## src/rtl/te_smooth_filter_pipe.sv

```systemverilog
// Two-stage 3x3 smoothing filter (full / horizontal / vertical / passthrough) with valid-ready flow control.
// Optional macro TE_SMOOTH_ROUND_EN: round-half-up before the final shift instead of truncating.
module te_smooth_filter_pipe #(
    parameter int DATA_W = 8,
    parameter int CNT_W  = 16
) (
    input  logic              clk,
    input  logic              rst,
    input  logic [DATA_W-1:0] in1,
    input  logic [DATA_W-1:0] in2,
    input  logic [DATA_W-1:0] in3,
    input  logic [DATA_W-1:0] in4,
    input  logic [DATA_W-1:0] in5,
    input  logic [DATA_W-1:0] in6,
    input  logic [DATA_W-1:0] in7,
    input  logic [DATA_W-1:0] in8,
    input  logic [DATA_W-1:0] in9,
    input  logic [1:0]        mode,
    input  logic              in_valid,
    output logic              in_ready,
    output logic [DATA_W-1:0] out_data,
    output logic              out_valid,
    input  logic              out_ready,
    output logic [CNT_W-1:0]  out_cnt
);

    // Partial sums weigh up to 4x a pixel, the full sum up to 16x.
    localparam int PW = DATA_W + 2;
    localparam int SW = DATA_W + 4;

    localparam logic [1:0] MODE_FULL = 2'b00;
    localparam logic [1:0] MODE_HORZ = 2'b01;
    localparam logic [1:0] MODE_VERT = 2'b10;

`ifdef TE_SMOOTH_ROUND_EN
    localparam logic [SW-1:0] RND_FULL = SW'(8);
    localparam logic [PW-1:0] RND_TRI  = PW'(2);
`else
    localparam logic [SW-1:0] RND_FULL = '0;
    localparam logic [PW-1:0] RND_TRI  = '0;
`endif

    logic              s1_valid;
    logic [PW-1:0]     s1_p0;
    logic [PW-1:0]     s1_p1;
    logic [PW-1:0]     s1_p2;
    logic [1:0]        s1_mode;
    logic              s2_valid;
    logic [DATA_W-1:0] s2_data;
    logic [CNT_W-1:0]  cnt;

    logic              s2_load;
    logic              s1_advance;
    logic              accept;
    logic              complete;

    logic [PW-1:0]     row1;
    logic [PW-1:0]     row2;
    logic [PW-1:0]     row3;
    logic [PW-1:0]     col2;
    logic [PW-1:0]     p0_next;
    logic [PW-1:0]     p1_next;
    logic [PW-1:0]     p2_next;
    logic [SW-1:0]     full_sum;
    logic [PW-1:0]     tri_sum;
    logic [DATA_W-1:0] result;

    assign s2_load    = !s2_valid || out_ready;
    assign s1_advance = s1_valid && s2_load;
    assign in_ready   = !rst && (!s1_valid || s1_advance);
    assign accept     = in_valid && in_ready;
    assign complete   = s2_valid && out_ready;

    assign out_valid  = s2_valid;
    assign out_data   = s2_data;
    assign out_cnt    = cnt;

    always_comb begin
        row1 = PW'(in1) + (PW'(in2) << 1) + PW'(in3);
        row2 = PW'(in4) + (PW'(in5) << 1) + PW'(in6);
        row3 = PW'(in7) + (PW'(in8) << 1) + PW'(in9);
        col2 = PW'(in2) + (PW'(in5) << 1) + PW'(in8);

        // p1 carries the only term the reduced modes need; p0/p2 matter only in full mode.
        p0_next = '0;
        p2_next = '0;
        case (mode)
            MODE_FULL: begin
                p0_next = row1;
                p1_next = row2;
                p2_next = row3;
            end
            MODE_HORZ: p1_next = row2;
            MODE_VERT: p1_next = col2;
            default:   p1_next = PW'(in5);
        endcase
    end

    always_comb begin
        full_sum = SW'(s1_p0) + (SW'(s1_p1) << 1) + SW'(s1_p2) + RND_FULL;
        tri_sum  = s1_p1 + RND_TRI;
        case (s1_mode)
            MODE_FULL: result = DATA_W'(full_sum >> 4);
            MODE_HORZ,
            MODE_VERT: result = DATA_W'(tri_sum >> 2);
            default:   result = DATA_W'(s1_p1);
        endcase
    end

    always_ff @(posedge clk) begin
        if (accept) begin
            s1_p0   <= p0_next;
            s1_p1   <= p1_next;
            s1_p2   <= p2_next;
            s1_mode <= mode;
        end
    end

    always_ff @(posedge clk) begin
        if (rst) begin
            s1_valid <= 1'b0;
            s2_valid <= 1'b0;
            s2_data  <= '0;
            cnt      <= '0;
        end else begin
            if (accept) begin
                s1_valid <= 1'b1;
            end else if (s1_advance) begin
                s1_valid <= 1'b0;
            end
            if (s2_load) begin
                s2_valid <= s1_valid;
                if (s1_valid) begin
                    s2_data <= result;
                end
            end
            if (complete) begin
                cnt <= cnt + 1'b1;
            end
        end
    end

endmodule

```

## config.mk

```make
export PLATFORM = sky130hd
export DESIGN_NAME = te_smooth_filter_pipe
export DESIGN_NICKNAME = d
export VERILOG_FILES = /design/src/rtl/te_smooth_filter_pipe.sv
export SDC_FILE = /design/constraint.sdc
export NUM_CORES = 1
export LEC_CHECK = 0
export BUFFER_PORTS_ARGS = -buffer_cell sky130_fd_sc_hd__buf_2
export CORE_MARGIN = 1.5
export CORE_UTILIZATION = 50
export DETAILED_ROUTE_END_ITERATION = 8
export GPL_TIMING_DRIVEN = 1
export HOLD_SLACK_MARGIN = 0.12
export MAX_ROUTING_LAYER = met4
export PLACE_DENSITY = 0.74
export SYNTH_ARGS = -nofsm -noshare
export SYNTH_HDL_FRONTEND = slang
export SYNTH_SLANG_ARGS = --single-unit
```

## constraint.sdc

```tcl
create_clock -name clk -period 3 [get_ports clk]
set_input_delay 0.15 -clock clk [delete_from_list [all_inputs] [get_ports clk]]
set_output_delay 0.15 -clock clk [all_outputs]
set_load 0.01 [all_outputs]
```

==> out/metrics.yaml <==
yosys:
  ys.flop_type: "edfxtp_1"
  synth_cell_types: 52
  syn_area_per_cell_um2: 9.76
  synthArstFlopShare_pct: 0
  synth_common_cells: "nor2_1, ha_1, inv_1"
  syn_area_um2: 4860
  synth-seq-cells: 58
  synthTopCellsByArea: "edfxtp_1, fa_1, ha_1"
  yosysWarnings: 0
  syn_nets: 665
  synth_top_cell_area_share_pct: 19.8
  synth_top_area_cell: "edfxtp_1"
  postSynthCellCount: 498
  synth_edf_count: 32
  ys_seq_area_share_pct: 30.5
  yosysMostFrequentCell: "nor2_1"
grt:
  gr-usage-met2_pct: 39.3
  grt-busiest-layer: "met2"
  first_global_vias: 4090
  overflow: 0
  grt.met1_usage_pct: 26.4
  grt_start_max_net_pins: 33
  antenna_found_initial: 0
  grt_pass1_wl_mm: 17.6
  track_usage_pct: 22.8
  grt_use_met3_pct: 3.52
flow_run:
  max_cap_viol_count: 0
final_layout:
  drive_gt1_share_pct: 21.2
  fill_cells: 804
  final_nets: 770
  areaGrowthSynthToFinish_pct: 17.0
  diodes: 0
sta:
  clock_skew_ns: 0.0149
  finalSetupViolCount: 0
  slew_headroom_pct: 68.6
  rsz0062_at_grt: "false"
  report.final.slew_viol_count: 0
  min_period_ns: 2.66
  hold_violations: 0
  period_share_pct: 88.6
  fmax_mhz: 376
  worst_pin_slew_ns: 0.471
  fin_setup_tns_ns: 0
setup_path:
  critPathRequiredTime_ns: 3.22
  reg2reg_depth: 10
  r2r_slack_ns: 0.34
  crit_type: "reg -> reg"
  critPathCaptureType: "flop"
  crit_fanout: 4
  cp-start-kind: "flop"
  r2r-start: "s1_p1[2]"
  arrival_ns: 2.88
  r2r-end: "out_data[5]"
min_path:
  min_path_type: "in -> reg"
  hold_depth: 4
  min_from: "out_ready"
  min_to: "out_valid"
die:
  rows: 35
  core-area_um2: 9330
  die_height_um: 102
  die-width_um: 102
  dieArea_um2: 10300
  ioPinCount: 104
  start_util_pct: 52.1
place:
  gp_congestion: 0.891
  portBuffers: 103
  hpwl_mm: 8.89
drt:
  wire_per_inst_um: 14.3
  detail-route-antenna-nets: 0
  viasPerCell: 5.38
  first_pass_iters: 4
  drc: 0
  drt-total-wl_mm: 10.5
  vias: 3966
  first_iter_violations: 140
power:
  p_leak_nw: 2.58
  peakVddDrop_uv: 274
  p_total_mw: 2.49
  power_per_cell_area_nw_per_um2: 437
status:
  status: "completed"
clocking:
  cts_setup_buffers: 0
  hold_buffers: 1
  clkSlewWorstSetupHoldPaths_ns: 0.07
  cts_max_path_buffers: 2
  clock_sinks: 58
  h-tree-depth: 3
  cts_made_buffers: 9
  insertion_delay_ns: 0.35
  post_cts_resized: 0
  root_buffer: "clkbuf_8"
  cts_tree: "done"
-- registers in the layout, summed over array words and instances (netlist names) --
name / count
s1_p0: 10
out_data: 8
out_cnt: 16
s1_p2: 10
s1_mode: 2
s1_p1: 10
s1_valid: 1
out_valid: 1
-- power breakdown --
| group | total, mW | switching (mW) | internal, mW |
|---|---|---|---|
| Clock | 0.618 | 0.321 | 0.297 |
| Sequential | 0.919 | 0.0276 | 0.892 |
| Combinational | 0.949 | 0.523 | 0.426 |
| Total | 2.49 | 0.872 | 1.61 |
-- critical path, cell delays in order, from the launching register on --
cell,delay (ns)
edfxtp_1,0.39
inv_1,0.10
fa_1,0.51
inv_1,0.05
ha_1,0.31
o21ai_0,0.24
a21oi_1,0.15
a211o_1,0.31
xor2_1,0.15
a221oi_1,0.26
nor2_1,0.06
-- routing by layer --
layer  routed length (µm)  vias to the layer above  share of wire (%)
met3                  523                       27                5.0
met1                 4620                     1854                 44
li1                     -                     1943                  -
met5                    0                        -                  0
met4                  259                        0                2.5
met2                 5130                      142                 49
-- cells by family after synthesis --
kind of cell	after synthesis	share of synthesized area [%]
adder cells (fa/ha/maj)	89	29.2
XOR/XNOR	32	5.76
AND/OR/NAND/NOR	147	14.5
AO/OA/AOI/OAI	109	14.3
flip-flops	58	30.5
multiplexers	6	1.26
buffers and inverters	57	4.48
-- how the worst max path moves through the flow --
stage / startpoint / to / slack, ns / cells past startpoint
after detailed placement: in2[1] / s1_p1[7] / 0.01 / 11
after CTS: in2[1] / s1_p1[7] / 0.38 / 11
after global placement: in2[1] / s1_p1[7] / 0.03 / 11
final: s1_p1[2] / out_data[5] / 0.34 / 10
after floorplan: in2[1] / s1_p1[7] / 0.31 / 10
after global routing: s1_p1[2] / out_data[6] / 0.11 / 10
-- final cells by class --
type	count	area [µm²]	share of cell area, %
clock buffers	9	124	2.18
multi-input cells	383	3160	55.6
repair buffers	108	556	9.76
flip-flops and latches	58	1480	26.0
well taps	129	161	2.84
inverters	43	161	2.84
clock inverters	7	43.8	0.770
-- through the flow --
stage / area (µm²) / worst slack (ns) / hold WS, ns / utilization [%] / cells
after floorplan: 4860 / 0.308 / 0.249 / - / 498
after global placement: 5510 / 0.0276 / 0.377 / 59.1 / 720
after detailed placement: 5510 / 0.0106 / 0.399 / 59.1 / 720
after CTS: 5690 / 0.382 / 0.131 / 61.0 / 737
after global routing: 5690 / 0.111 / 0.180 / 61.0 / 737
final: 5690 / 0.343 / 0.134 / 61.0 / 737
-- cell usage in the layout, fill, tap and decap left out, drive strengths merged, types with 4 or more instances in the layout --
| cell | count |
|---|---|
| a211oi | 8 |
| a21boi | 5 |
| a21o | 5 |
| a21oi | 34 |
| a22oi | 4 |
| and2 | 7 |
| and3 | 4 |
| buf | 107 |
| clkbuf | 9 |
| clkinv | 6 |
| dfxtp | 26 |
| edfxtp | 32 |
| fa | 41 |
| ha | 48 |
| inv | 44 |
| mux2i | 5 |
| nand2 | 25 |
| nand2b | 4 |
| nand3 | 7 |
| nand4 | 6 |
| nor2 | 63 |
| nor2b | 8 |
| nor3 | 9 |
| o211ai | 5 |
| o21a | 8 |
| o21ai | 22 |
| o22ai | 4 |
| xnor2 | 10 |
| xor2 | 22 |
No activity file was read; power rests on OpenSTA's default activity.
